`config.mk`:
```
export PLATFORM = sky130hd
export DESIGN_NAME = constraint_sampler
export DESIGN_NICKNAME = d
export VERILOG_FILES = /design/src/rtl/constraint_sampler_pkg.sv /design/src/rtl/constraint_sampler_lane.sv /design/src/rtl/constraint_sampler.sv
export SDC_FILE = /design/constraint.sdc
export NUM_CORES = 2
export LEC_CHECK = 0
export CAP_MARGIN = 20
export CORE_ASPECT_RATIO = 1.25
export CORE_MARGIN = 4
export CORE_UTILIZATION = 33
export CTS_CLUSTER_DIAMETER = 30
export CTS_CLUSTER_SIZE = 20
export DETAILED_ROUTE_END_ITERATION = 10
export PLACE_DENSITY = 0.52
export SYNTH_ARGS = -nofsm -noshare
export SYNTH_HDL_FRONTEND = slang
export SYNTH_SLANG_ARGS = --single-unit
```
`constraint.sdc`:
```
create_clock -name clk -period 2.75 [get_ports clk]
set_clock_uncertainty 0.1 [all_clocks]
set_input_delay 0.6875 -clock clk [delete_from_list [all_inputs] [get_ports clk]]
set_output_delay 0.6875 -clock clk [all_outputs]
set_load 0.005 [all_outputs]
```
`src/rtl/constraint_sampler_pkg.sv`:
```
// Shared types and LFSR helpers for the constraint sampler.
package constraint_sampler_pkg;

    typedef enum logic [1:0] {
        IDLE   = 2'd0,
        SEARCH = 2'd1,
        HOLD   = 2'd2
    } state_t;

    localparam logic [31:0] LFSR_MASK   = 32'h80200003;
    localparam logic [31:0] SEED_STRIDE = 32'h9E3779B9;

    // 32-bit Galois LFSR, right shift, feedback when the shifted-out bit is 1.
    function automatic logic [31:0] lfsr_step(input logic [31:0] s);
        logic [31:0] r;
        r = s >> 1;
        if (s[0]) begin
            r = r ^ LFSR_MASK;
        end
        return r;
    endfunction

endpackage

```
`src/rtl/constraint_sampler_lane.sv`:
```
// One 32-bit LFSR lane; exposes its next state so the top can register cand in step.
module lfsr32_lane
    import constraint_sampler_pkg::*;
#(
    parameter int unsigned IDX = 0
) (
    input  logic        clk,
    input  logic        rst_n,
    input  logic        load,
    input  logic        step,
    input  logic [31:0] seed,
    output logic [31:0] state_next
);

    localparam logic [31:0] OFFSET = 32'(IDX) * SEED_STRIDE;

    logic [31:0] lane_q;
    logic [31:0] seeded;

    assign seeded = seed ^ OFFSET;

    // An all-zero seed would lock the LFSR, so it is replaced by 1.
    always_comb begin
        state_next = lane_q;
        if (load) begin
            state_next = (seeded == 32'h0) ? 32'h1 : seeded;
        end else if (step) begin
            state_next = lfsr_step(lane_q);
        end
    end

    always_ff @(posedge clk or negedge rst_n) begin
        if (!rst_n) begin
            lane_q <= 32'h1;
        end else begin
            lane_q <= state_next;
        end
    end

endmodule

```
`src/rtl/constraint_sampler.sv`:
```
// Pseudo-random candidate generator that streams only checker-satisfying vectors.
//   state  | meaning
//   IDLE   | waiting for start
//   SEARCH | one candidate attempt per cycle
//   HOLD   | satisfying sample offered until the sink accepts it
module constraint_sampler
    import constraint_sampler_pkg::*;
#(
    parameter int WIDTH     = 512,
    parameter int LANES     = WIDTH / 32,
    parameter int MAX_TRIES = 1048576,
    parameter int CW        = 21
) (
    input  logic             clk,
    input  logic             rst_n,
    input  logic             start,
    input  logic [31:0]      seed,
    input  logic [15:0]      num_samples,
    output logic [WIDTH-1:0] cand,
    input  logic             sat,
    output logic             sample_valid,
    input  logic             sample_ready,
    output logic [WIDTH-1:0] sample_data,
    output logic             busy,
    output logic             done,
    output logic             timeout,
    output logic [CW-1:0]    attempts
);

    localparam logic [CW-1:0] LAST_TRY = CW'(MAX_TRIES - 1);

    if (WIDTH != 32 * LANES) begin : g_width_check
        $error("constraint_sampler: WIDTH must equal 32*LANES");
    end

    state_t           state_q;
    state_t           state_d;
    logic             load;
    logic             step;
    logic             capture;
    logic             inc_attempt;
    logic             set_timeout;
    logic             clr_timeout;
    logic             done_d;
    logic             handshake;
    logic [15:0]      remaining;
    logic [WIDTH-1:0] lane_next;

    assign handshake = sample_valid && sample_ready;
    assign busy      = (state_q != IDLE);

    for (genvar i = 0; i < LANES; i++) begin : g_lane
        lfsr32_lane #(
            .IDX(i)
        ) u_lane (
            .clk        (clk),
            .rst_n      (rst_n),
            .load       (load),
            .step       (step),
            .seed       (seed),
            .state_next (lane_next[32*i +: 32])
        );
    end

    always_ff @(posedge clk or negedge rst_n) begin
        if (!rst_n) begin
            state_q <= IDLE;
        end else begin
            state_q <= state_d;
        end
    end

    always_comb begin
        state_d     = state_q;
        load        = 1'b0;
        step        = 1'b0;
        capture     = 1'b0;
        inc_attempt = 1'b0;
        set_timeout = 1'b0;
        clr_timeout = 1'b0;
        done_d      = 1'b0;
        case (state_q)
            IDLE: begin
                if (start) begin
                    clr_timeout = 1'b1;
                    if (num_samples == 16'd0) begin
                        done_d = 1'b1;
                    end else begin
                        load    = 1'b1;
                        state_d = SEARCH;
                    end
                end
            end
            SEARCH: begin
                if (sat) begin
                    capture = 1'b1;
                    state_d = HOLD;
                end else if (attempts == LAST_TRY) begin
                    set_timeout = 1'b1;
                    done_d      = 1'b1;
                    state_d     = IDLE;
                end else begin
                    step        = 1'b1;
                    inc_attempt = 1'b1;
                end
            end
            HOLD: begin
                // Stepping on accept guarantees the next sample is a fresh vector.
                if (handshake) begin
                    step = 1'b1;
                    if (remaining == 16'd1) begin
                        done_d  = 1'b1;
                        state_d = IDLE;
                    end else begin
                        state_d = SEARCH;
                    end
                end
            end
            default: begin
                state_d = IDLE;
            end
        endcase
    end

    always_ff @(posedge clk or negedge rst_n) begin
        if (!rst_n) begin
            cand         <= '0;
            sample_data  <= '0;
            sample_valid <= 1'b0;
            done         <= 1'b0;
            timeout      <= 1'b0;
            attempts     <= '0;
            remaining    <= 16'd0;
        end else begin
            done <= done_d;
            if (load || step) begin
                cand <= lane_next;
            end
            if (capture) begin
                sample_data  <= cand;
                sample_valid <= 1'b1;
            end else if (handshake) begin
                sample_valid <= 1'b0;
            end
            if (load || handshake) begin
                attempts <= '0;
            end else if (inc_attempt) begin
                attempts <= attempts + CW'(1);
            end
            if (load) begin
                remaining <= num_samples;
            end else if (handshake) begin
                remaining <= remaining - 16'd1;
            end
            if (clr_timeout) begin
                timeout <= 1'b0;
            end else if (set_timeout) begin
                timeout <= 1'b1;
            end
        end
    end

endmodule

```
==> results.md <==
Logic synthesis:
- In this run, synthesis inferred 0 flip-flops with an integrated enable.
- Sequential cells were found to cover 64.0% of the synthesized design area.
- Synthesis handed over a netlist of 5446 instances.
- In this run, synthesis produced a sequential element count of 1578.
- The netlist area before placement is 61700 sq um.
- The number of nets in the synthesized netlist is 5506.
- The most used standard cell by instance count after synthesis is sky130_fd_sc_hd__dfrtp_1.
- Yosys printed 0 warnings.
- Among all flip-flop cells after synthesis, the most frequent one is sky130_fd_sc_hd__dfrtp_1.
- Ranked by instance count, the synthesized netlist is headed by 1562 x sky130_fd_sc_hd__dfrtp_1, 1423 x sky130_fd_sc_hd__a21oi_1, 969 x sky130_fd_sc_hd__nand2_1, 515 x sky130_fd_sc_hd__mux2_2, 204 x sky130_fd_sc_hd__clkbuf_1.
- Yosys mapped the design onto 53 distinct sky130hd cell types.
- The mean cell area of the mapped netlist is 11.3 sq um.
- Yosys attributes the largest share of cell area to sky130_fd_sc_hd__dfrtp_1 63%, sky130_fd_sc_hd__a21oi_1 12%, sky130_fd_sc_hd__mux2_2 9.4%.
- Of the post-synthesis cell area, the dominant cell type holds 63.4%.
- The dominant cell type by area after synthesis is sky130_fd_sc_hd__dfrtp_1.
- In the synthesized netlist the async set-or-reset flop fraction comes to 100%.

Clock tree:
- Clock latency on the worst-skew pair, taken at its later pin, is 0.93 ns.
- The clock passes through at most 4 buffers.
- Clock tree synthesis selected as its root buffer the cell sky130_fd_sc_hd__clkbuf_16.
- TritonCTS built the clock tree.
- The CTS buffer count is 348.
- After clock tree synthesis, the clock-pin slew on the worst setup and hold paths is 0.05 ns.
- The H-tree was split into 5 levels.
- CTS saw 1578 sinks.

Power:
- The largest vdd supply drop is 0.872 mV.
- The sequential fraction of design power is 33.7%.
- In this run, the combinational gates consume 36.4% of the power.
- The switching part of the total is 34.4%.
- The power dissipated by switching net loads is 0.0475 W.
- Of the total power, the clock network draws 29.9%.
- The internal power of the cells is 0.0907 W.
- Power spread over the standard cell area amounts to 1490 nW/um^2.
- The analysis attributes to cell leakage a power of 40.7 nW.

Place:
- Once detailed placement completed, the half-perimeter wirelength came to 189000 microns.
- Routability-driven placement finished with a final weighted congestion of 0.870.
- The count of buffers inserted at the top-level ports is 1101.

Floorplan:
- The die footprint is 194000 sq um.
- The standard-cell row count is 177.
- In this run the vertical extent of the chip is 491 microns.
- 1102 I/O pins were placed.
- The area inside the core boundary is 186000 sq um.
- In this run the horizontal extent of the chip is 395 microns.
- For this configuration, the core starts out at a cell density of 33.2%.

Timing:
- The number of pins with negative max-slew slack in the final report came to 0.
- Subtracting the final worst setup slack from the clock period gives 2.70 ns.
- The max-slew headroom at the worst pin is 25.5%.
- The aggregate negative setup slack is 0 ns.
- Based on the critical path, the design can be clocked at up to 0.370 GHz.
- Setup violations remaining at the end of the flow were counted as 0.
- The slew at the pin with the worst max-slew slack is 1.12 ns.
- The final-report hold violation count came to 0.
- The worst hold slack after final layout is 0.239 ns.
- The post-route fraction of the period consumed by the critical path is 98.1%.
- Setup repair after global routing left no endpoint under its margin.

Route:
- The via count normalized by instance count is 5.19.
- The detailed router placed 50.8k vias in this run.
- The top layer used by detailed routing is met5.
- Once detail routing completed, the nets flagged for antenna violations numbered 0.
- Summed over all nets, wire length on met3 after detailed routing comes to 17300 microns.
- After detailed routing, the wire length on met1 is 109000 microns.
- The met2 routed wirelength is 126000 microns.
- The violation count after the first detailed-route iteration is 3660.
- In the final routed layout, each cell accounts on average for 26.3 microns.
- Wires add up to 258000 microns.
- The DRC violation count after routing is 0.
- The number of search-and-repair iterations in the first detailed-routing pass is 7.

Critical path:
- The arrival time at the worst endpoint is 1.91 ns.
- The launching element type of the critical path is a flop.
- The slack of the worst reg-to-reg path is 0.09 ns.
- The end of the worst register-to-register path is cand[96].
- The critical path launch point is cand[65].
- The largest delay contributor family on the critical path is buffers and inverters.
- The peak per-stage delay on the critical path is 0.56 ns.
- The critical path class is flop to output pin.
- The count of buffering cells on the critical path with inverters included is 1.
- In this run the number of cells on the critical path is 1.
- The slowest stage of the critical path belongs to the cell sky130_fd_sc_hd__clkdlybuf4s50_1.
- At the worst endpoint, the required time is 1.96 ns.
- The critical register-to-register path startpoint is state_q[0].
- The type of element capturing the critical path is an output pin.
- The depth of the worst register-to-register path is 10.
- The signal on the critical path passes through clkdlybuf4s50_1.
- The maximum fanout along the worst path is 3.

GRT:
- The global-route wire length before repair is 373000 microns.
- After global routing the overflow that remains totals 0.
- The initial antenna violation count is 28.
- In the global route stage, overall resource usage came out at 25.9%.
- The largest net degree at the start of global routing is 96.
- The number of global-route vias before repair was 52.6k.

Finish:
- In the final layout, flip-flops and latches occupy 39700 sq um.
- The final core utilization is 49.7%.
- The filler cells instantiated in the layout total 16.8k.
- The area occupied by multi-input gates is 20500 sq um.
- Cells with a size suffix above 1 make up 26.4% of the layout.
- The net count of the finished layout is 7164.
- From synthesis to final layout, the design area changed by 49.9%.

Status:
- The run finished with clean final reports.

Run:
- The tool flagged a number of max-cap violations equal to 0.

Hold path:
- The class of the tightest hold or removal check is input port to asynchronous set/reset pin.
==> cell families (layout without fill, tap and decap cells) <==
family | count (synthesis) | in the layout | synth area share [%]
buffers and inverters | 428 | 2349 | 3.09
adders and majority gates | 7 | 7 | 0.142
muxes | 517 | 517 | 9.43
DFF | 1578 | 1578 | 64.0
and+or+nand+nor | 1257 | 1257 | 8.49
AOI/OAI and AO/OA | 1565 | 1565 | 13.5
other | 0 | 15 | 0
xor gates and xnor gates | 94 | 94 | 1.33
==> metal layers <==
metal,up-vias,track usage [%]
met4,14,6.69
met1,26300,33.7
met2,1861,43.5
met3,338,6.37
met5,-,0
li1,22400,-
==> per-stage QoR <==
step | total power (W) | worst slack, ns | instance area [sq um] | std cells
floorplan | 0.0638 | 0.0827 | 61700 | 5446
global placement | 0.0960 | -0.534 | 80300 | 9120
detailed placement | 0.0969 | -0.552 | 80300 | 9120
CTS | 0.140 | 0.000169 | 92400 | 9783
global route | 0.146 | 0.000979 | 92500 | 9789
finish | 0.138 | 0.0509 | 92500 | 9798
==> timing repair <==
item | 4_1_cts | 5_1_grt
setup endpoints to repair | 278 | 20
hold buffers | 1 | 0
endpoints found under the hold margin | 101 | 0
setup buffers | 49 | 0
resized for setup | 303 | 20
==> cell usage in the layout (no fill, tap or decap), drive strengths merged, types with 14 or more instances in the layout <==
cell type / count
o21ai: 21
a311o: 64
bufinv: 34
xnor2: 69
nor4: 22
and2: 33
dlygate4sd2: 139
inv: 38
clkdlybuf4s50: 949
a311oi: 15
clkinv: 75
nor3: 70
nand2: 969
clkinvlp: 38
nand4: 20
nor2: 73
dfstp: 16
buf: 630
mux2: 515
diode: 15
xor2: 25
dfrtp: 1562
nand3: 14
clkbuf: 435
a21oi: 1423
o211ai: 19
==> power by group through the flow <==
stage	Sequential, W	Clock (W)	Combinational [W]
2_1_floorplan	0.0422	0	0.0217
3_3_place_gp	0.0466	0	0.0495
3_5_place_dp	0.0468	0	0.0500
4_1_cts	0.0467	0.0419	0.0509
5_1_grt	0.0479	0.0431	0.0546
6_report	0.0466	0.0413	0.0504
==> how the worst max path moves through the flow <==
stage           endpoint  slack [ns]
2_1_floorplan  cand[501]        0.08
3_3_place_gp    cand[96]       -0.53
3_5_place_dp    cand[96]       -0.55
4_1_cts        cand[111]      0.0002
5_1_grt         cand[50]       0.001
6_report        cand[65]        0.05
==> state kept, by name, indices dropped and copies added (netlist names) <==
name / count
cand: 512
g_lane.u_lane.lane_q: 512
sample_data: 512
attempts: 21
remaining: 16
state_q: 2
done: 1
sample_valid: 1
timeout: 1
==> final cells by class <==
cell class                      instances  area share, %
Sequential cell                      1578           42.9
Multi-Input combinational cell       3440           22.2
Timing Repair Buffer                 1729           18.9
Clock buffer                          435           10.3
Tap cell                             2416           3.27
Clock inverter                        178           2.27
Antenna cell                           15         0.0406
Inverter                                7         0.0284
(Power assumes the default switching activity.)
